**config.mk**
```make
export PLATFORM = sky130hd
export DESIGN_NAME = uart_tx_arbiter
export DESIGN_NICKNAME = d
export VERILOG_FILES = /design/src/rtl/uart_tx_arbiter.sv
export SDC_FILE = /design/constraint.sdc
export NUM_CORES = 1
export LEC_CHECK = 0
export ABC_CLOCK_PERIOD_IN_PS = 2200
export BUFFER_PORTS_ARGS = -buffer_cell sky130_fd_sc_hd__clkbuf_2
export CORE_MARGIN = 2
export CORE_UTILIZATION = 39
export CTS_CLUSTER_SIZE = 28
export DETAILED_ROUTE_END_ITERATION = 10
export PLACE_DENSITY = 0.76
export SYNTH_ARGS = -nofsm -noshare
export SYNTH_HDL_FRONTEND = slang
export SYNTH_SLANG_ARGS = --single-unit
```
**constraint.sdc**
```tcl
create_clock -name clk -period 2.2 [get_ports clk]
set_clock_uncertainty 0.1 [all_clocks]
set_input_delay 0.44 -clock clk [delete_from_list [all_inputs] [get_ports clk]]
set_output_delay 0.44 -clock clk [all_outputs]
set_load 0.02 [all_outputs]
```
**src/rtl/uart_tx_arbiter.sv**
```systemverilog
// uart_tx_arbiter: round-robin arbiter sharing one UART transmitter among N_REQ requesters.
// A winner's bundle is captured into an output register and offered downstream over a
// valid/ready handshake. An optional idle gap follows each downstream handshake.
//
// Ports:
//   clk        clock
//   rstn       asynchronous active-low reset
//   req_valid  per-requester valid
//   req_data   per-requester bundle, packed [N_REQ-1:0][W_DATA-1:0]
//   req_mask   per-requester enable (0 = ignored)
//   req_ready  per-requester accept, one-hot or zero, only in IDLE
//   m_valid    to transmitter s_valid
//   m_data     to transmitter s_data
//   m_ready    from transmitter s_ready
//   m_src      index of the requester whose bundle is in m_data
//   busy       high whenever the arbiter is not idle
module uart_tx_arbiter #(
    parameter int unsigned N_REQ      = 4,
    parameter int unsigned W_DATA     = 24,
    parameter int unsigned GAP_CYCLES = 0,
    localparam int unsigned IdxW      = $clog2(N_REQ)
) (
    input  logic                          clk,
    input  logic                          rstn,
    input  logic [N_REQ-1:0]              req_valid,
    input  logic [N_REQ-1:0][W_DATA-1:0]  req_data,
    input  logic [N_REQ-1:0]              req_mask,
    output logic [N_REQ-1:0]              req_ready,
    output logic                          m_valid,
    output logic [W_DATA-1:0]             m_data,
    input  logic                          m_ready,
    output logic [IdxW-1:0]               m_src,
    output logic                          busy
);

    localparam int unsigned CntW = (GAP_CYCLES > 1) ? $clog2(GAP_CYCLES) : 1;
    // Last counter value spent in GAP; unused when GAP_CYCLES is 0.
    localparam logic [CntW-1:0] GapLast = CntW'((GAP_CYCLES == 0) ? 0 : GAP_CYCLES - 1);

    typedef enum logic [1:0] {StIdle, StHold, StGap} state_e;

    state_e            state_q, state_d;
    logic [CntW-1:0]   gap_cnt_q, gap_cnt_d;
    logic [IdxW-1:0]   last_grant_q, last_grant_d;
    logic [IdxW-1:0]   m_src_q, m_src_d;
    logic [W_DATA-1:0] m_data_q, m_data_d;
    logic              m_valid_q, m_valid_d;

    logic [N_REQ-1:0]  eligible;
    logic              found;
    logic [IdxW-1:0]   winner;

    assign eligible = req_valid & req_mask;

    // Rotating priority scan starting just after the last granted requester.
    always_comb begin
        found  = 1'b0;
        winner = '0;
        for (int unsigned i = 0; i < N_REQ; i++) begin
            logic [IdxW-1:0] cand;
            cand = IdxW'((32'(last_grant_q) + 32'd1 + i) % N_REQ);
            if (!found && eligible[cand]) begin
                found  = 1'b1;
                winner = cand;
            end
        end
    end

    always_comb begin
        req_ready = '0;
        // Gated by rstn so nothing is accepted while reset is asserted.
        if (rstn && state_q == StIdle && found) begin
            req_ready[winner] = 1'b1;
        end
    end

    always_comb begin
        state_d      = state_q;
        gap_cnt_d    = gap_cnt_q;
        last_grant_d = last_grant_q;
        m_src_d      = m_src_q;
        m_data_d     = m_data_q;
        m_valid_d    = m_valid_q;
        case (state_q)
            StIdle: begin
                if (found) begin
                    m_data_d     = req_data[winner];
                    m_src_d      = winner;
                    last_grant_d = winner;
                    m_valid_d    = 1'b1;
                    state_d      = StHold;
                end
            end
            StHold: begin
                if (m_ready) begin
                    m_valid_d = 1'b0;
                    if (GAP_CYCLES > 0) begin
                        state_d   = StGap;
                        gap_cnt_d = '0;
                    end else begin
                        state_d = StIdle;
                    end
                end
            end
            StGap: begin
                if (gap_cnt_q == GapLast) begin
                    state_d = StIdle;
                end else begin
                    gap_cnt_d = gap_cnt_q + 1'b1;
                end
            end
            default: begin
                state_d   = StIdle;
                m_valid_d = 1'b0;
            end
        endcase
    end

    always_ff @(posedge clk or negedge rstn) begin
        if (!rstn) begin
            state_q      <= StIdle;
            gap_cnt_q    <= '0;
            last_grant_q <= IdxW'(N_REQ - 1);
            m_src_q      <= '0;
            m_data_q     <= '0;
            m_valid_q    <= 1'b0;
        end else begin
            state_q      <= state_d;
            gap_cnt_q    <= gap_cnt_d;
            last_grant_q <= last_grant_d;
            m_src_q      <= m_src_d;
            m_data_q     <= m_data_d;
            m_valid_q    <= m_valid_d;
        end
    end

    assign m_valid = m_valid_q;
    assign m_data  = m_data_q;
    assign m_src   = m_src_q;
    assign busy    = (state_q != StIdle);

endmodule
```
==> summary.md <==
| Metric | Value |
|---|---|
| Status | complete, but fails checks |
| Violated checks | negative setup slack |
| Largest net degree at the start of global routing | 30 |
| Area leader, netlist | dfrtp_1 |
| CTS tree | yes |
| RD Place Congestion | approximately 0.77 |
| Overall power | around 3.1 mW |
| Worst EP arrival | 1.74 ns |
| Starting Density | roughly two fifths |
| Main synth FF type | dfrtp_1 |
| Min Tclk post-route | roughly 2.3 ns |
| Fmax | ~440 MHz |
| Post-synth EDFFs | 0 |
| Total CTS buffers | 5 |
| Post-layout utilization of the core | roughly 60% |
| Top cells by area, synth | dfrtp_1 34%, mux2i_1 24%, o221ai_2 14% |
| Final Hold Fails | 0 |
| Critical path fanouts, max | 6 |
| Yosys reg bits | 29 |
| Row Count | 26 |
| Clock Pin Slew Worst Setup and Hold Paths | 0.07 ns |
| Fin nets | 434 |
| Synth top cells by count | 48 x mux2i_1, 28 x nand2_1, 27 x dfrtp_1 |
| Iter 0 DRT Violations | between 70 and 80 |
| Most common cell in the netlist | mux2i_1 |
| ANT cells | 0 |
| Routed vias/inst | 4.92 |
| Max Slew Vio Count | 0 |
| # placed instances | 384 |
| Syn Std Cell Area | around 2000 um2 |
| PD cells | approximately 1000 nW/um2 |
| DR WL/cell | roughly 14 um |
| Htree depth | 2 |
| Detailed Place HPWL | between 4 and 5 mm |
| Via count | between 1500 and 2000 |
| Crit Path Category | register to primary output |
| Final WL | approximately 5.5 mm |
| Clock root buffer | clkbuf_8 |
| Final setup violation count | 4 |
| Maximum vdd drop | roughly 0.00055 V |
| Worst-skew pair later-pin latency | 0.28 ns |
| Tightest Pin Transition | roughly 0.42 ns |
| Post-route setup TNS | -0.203 ns |
| DR pass1 iterations | 4 |
| Post-synth cell types | 26 |
| Vias in the first global route | around 1800 |
| Initial antenna violation count | 0 |
| Ports | ~140 |
| Startpoint Class | register |
| Hold WC Path Type | input port to async pin |
| Syn_area_per_cell | about 11 um2 |
| YS warnings | 0 |
| Total die area | approximately 5700 um2 |
| Unrepaired setup endpoints after global routing | yes |
| Leak | between 1.5 and 2 nW |
| Die span in x | 75.6 um |
| Layout cells sized above 1 | 61.0% |
| FFs w/ async S/R, synth | 100% |
| Register area share after synthesis | a little over a third |
| Slew headroom | between 70% and 80% |
| Tcrit/Tclk final | 104% |
| Layout area overhead | 51.3% |
| CTS max path bufs | 2 |
| Clock sink count | 29 |
| Grt ovf | 0 |
| Syn Inst Count | between 150 and 200 |
| CORE AREA | ~5000 um2 |
| GRT Util Overall | 19.1% |
| Critical Path End Type | primary output |
| Cell Count, Final, Fillers Out | about 400 |
| First-pass GRT wire length | 8.25 mm |
| Synth top area share | between 30% and 40% |
| PnR worst setup slack | -0.0847 ns |
| Die Y-Extent | between 70 and 80 um |
| Max Cap Viol | 0 |
| Worst Path Required | 1.66 ns |
| Hold_buf cts | 0 |
| Residual DRC count | 0 |
| I/O Buffers | 138 |
| Synthesized net count | roughly 280 |
| DRT antenna net count | 0 |
area by class of cell:
cell class / instances / area, um2
Tap cell: 70 / 87.6
Timing Repair Buffer: 158 / 898
Fill cell: 447 / 1990
Clock buffer: 8 / 90.1
Multi-Input combinational cell: 133 / 1220
Sequential cell: 29 / 728
per-layer routing:
| layer | track usage, % | wire (um) |
|---|---|---|
| met1 | 22.6 | 2200 |
| met2 | 34.8 | 2910 |
| met3 | 2.78 | 311 |
| met4 | 7.21 | 68 |
| met5 | 0 | 0 |
report_power, final:
part / switching [mW] / total (mW) / internal [mW]
clock: 0.201 / 0.456 / 0.255
sequential: 0.140 / 0.916 / 0.775
combinational: 0.912 / 1.68 / 0.770
total: 1.25 / 3.05 / 1.80
repair_timing:
action	in CTS	in global routing
resized for setup	7	12
gates cloned	0	0
endpoints found under the setup margin	4	9
setup buffers	6	0
pin swaps	9	3
cells in the final DEF (no fill, tap or decap), types with 2 or more instances in the layout:
| cell | instances |
|---|---|
| clkbuf_2 | 134 |
| mux2i_1 | 42 |
| nand2_1 | 28 |
| dfrtp_1 | 27 |
| o221ai_2 | 18 |
| buf_4 | 18 |
| nor2_1 | 9 |
| o221ai_1 | 6 |
| clkbuf_8 | 6 |
| a21oi_1 | 4 |
| buf_12 | 4 |
| mux2i_2 | 3 |
| mux2i_4 | 3 |
| nand3_1 | 2 |
| nand3b_1 | 2 |
| nand2b_1 | 2 |
| o21a_1 | 2 |
| clkbuf_1 | 2 |
| dfstp_2 | 2 |
final timing paths:
check                                              end  cells after the start  slack (ns)                   startpoint
setup / recovery                          req_ready[0]                      5       -0.08  last_grant_q[1]$_DFFE_PN1P_
hold / removal                   m_data[4]$_DFFE_PN0P_                      2        0.15                         rstn
setup reg to reg                m_data[11]$_DFFE_PN0P_                      9        0.08  last_grant_q[1]$_DFFE_PN1P_
hold reg to reg                 m_data[22]$_DFFE_PN0P_                      2        0.39       m_data[22]$_DFFE_PN0P_
max in group asynchronous  last_grant_q[0]$_DFFE_PN1P_                      2        1.53                         rstn
min in group clk                   m_valid$_DFFE_PN0P_                      2        0.24                      m_ready
per-stage QoR:
stage               worst slack, ns  area [um2]  hold WS [ns]
detailed placement           0.0669        2810         0.372
global placement             0.0902        2810         0.368
floorplan                   -0.0194        2000        0.0444
CTS                         -0.0892        2970         0.156
global route                 -0.169        3020         0.183
finish                      -0.0847        3020         0.151
kinds of logic (layout without fill, tap and decap cells):
logic type / after synthesis / in the layout / synth area share (%)
mux: 48 / 48 / 24.0
simple gates: 48 / 48 / 10.6
flops: 29 / 29 / 36.4
compound gates: 37 / 37 / 22.2
buf+inv: 14 / 166 / 6.76
worst max-delay path, stage by stage, from the launching register on:
cell     delay (ns)
dfstp_2        0.58
and3_4         0.21
o22ai_4        0.07
a221o_1        0.33
nor2_1         0.12
buf_4          0.15
flip-flops by register name, indices dropped and copies added, names as in the netlist:
name / count
m_valid: 1
m_data: 24
m_src: 2
last_grant_q: 2
Power figures use the tool's default switching activity.
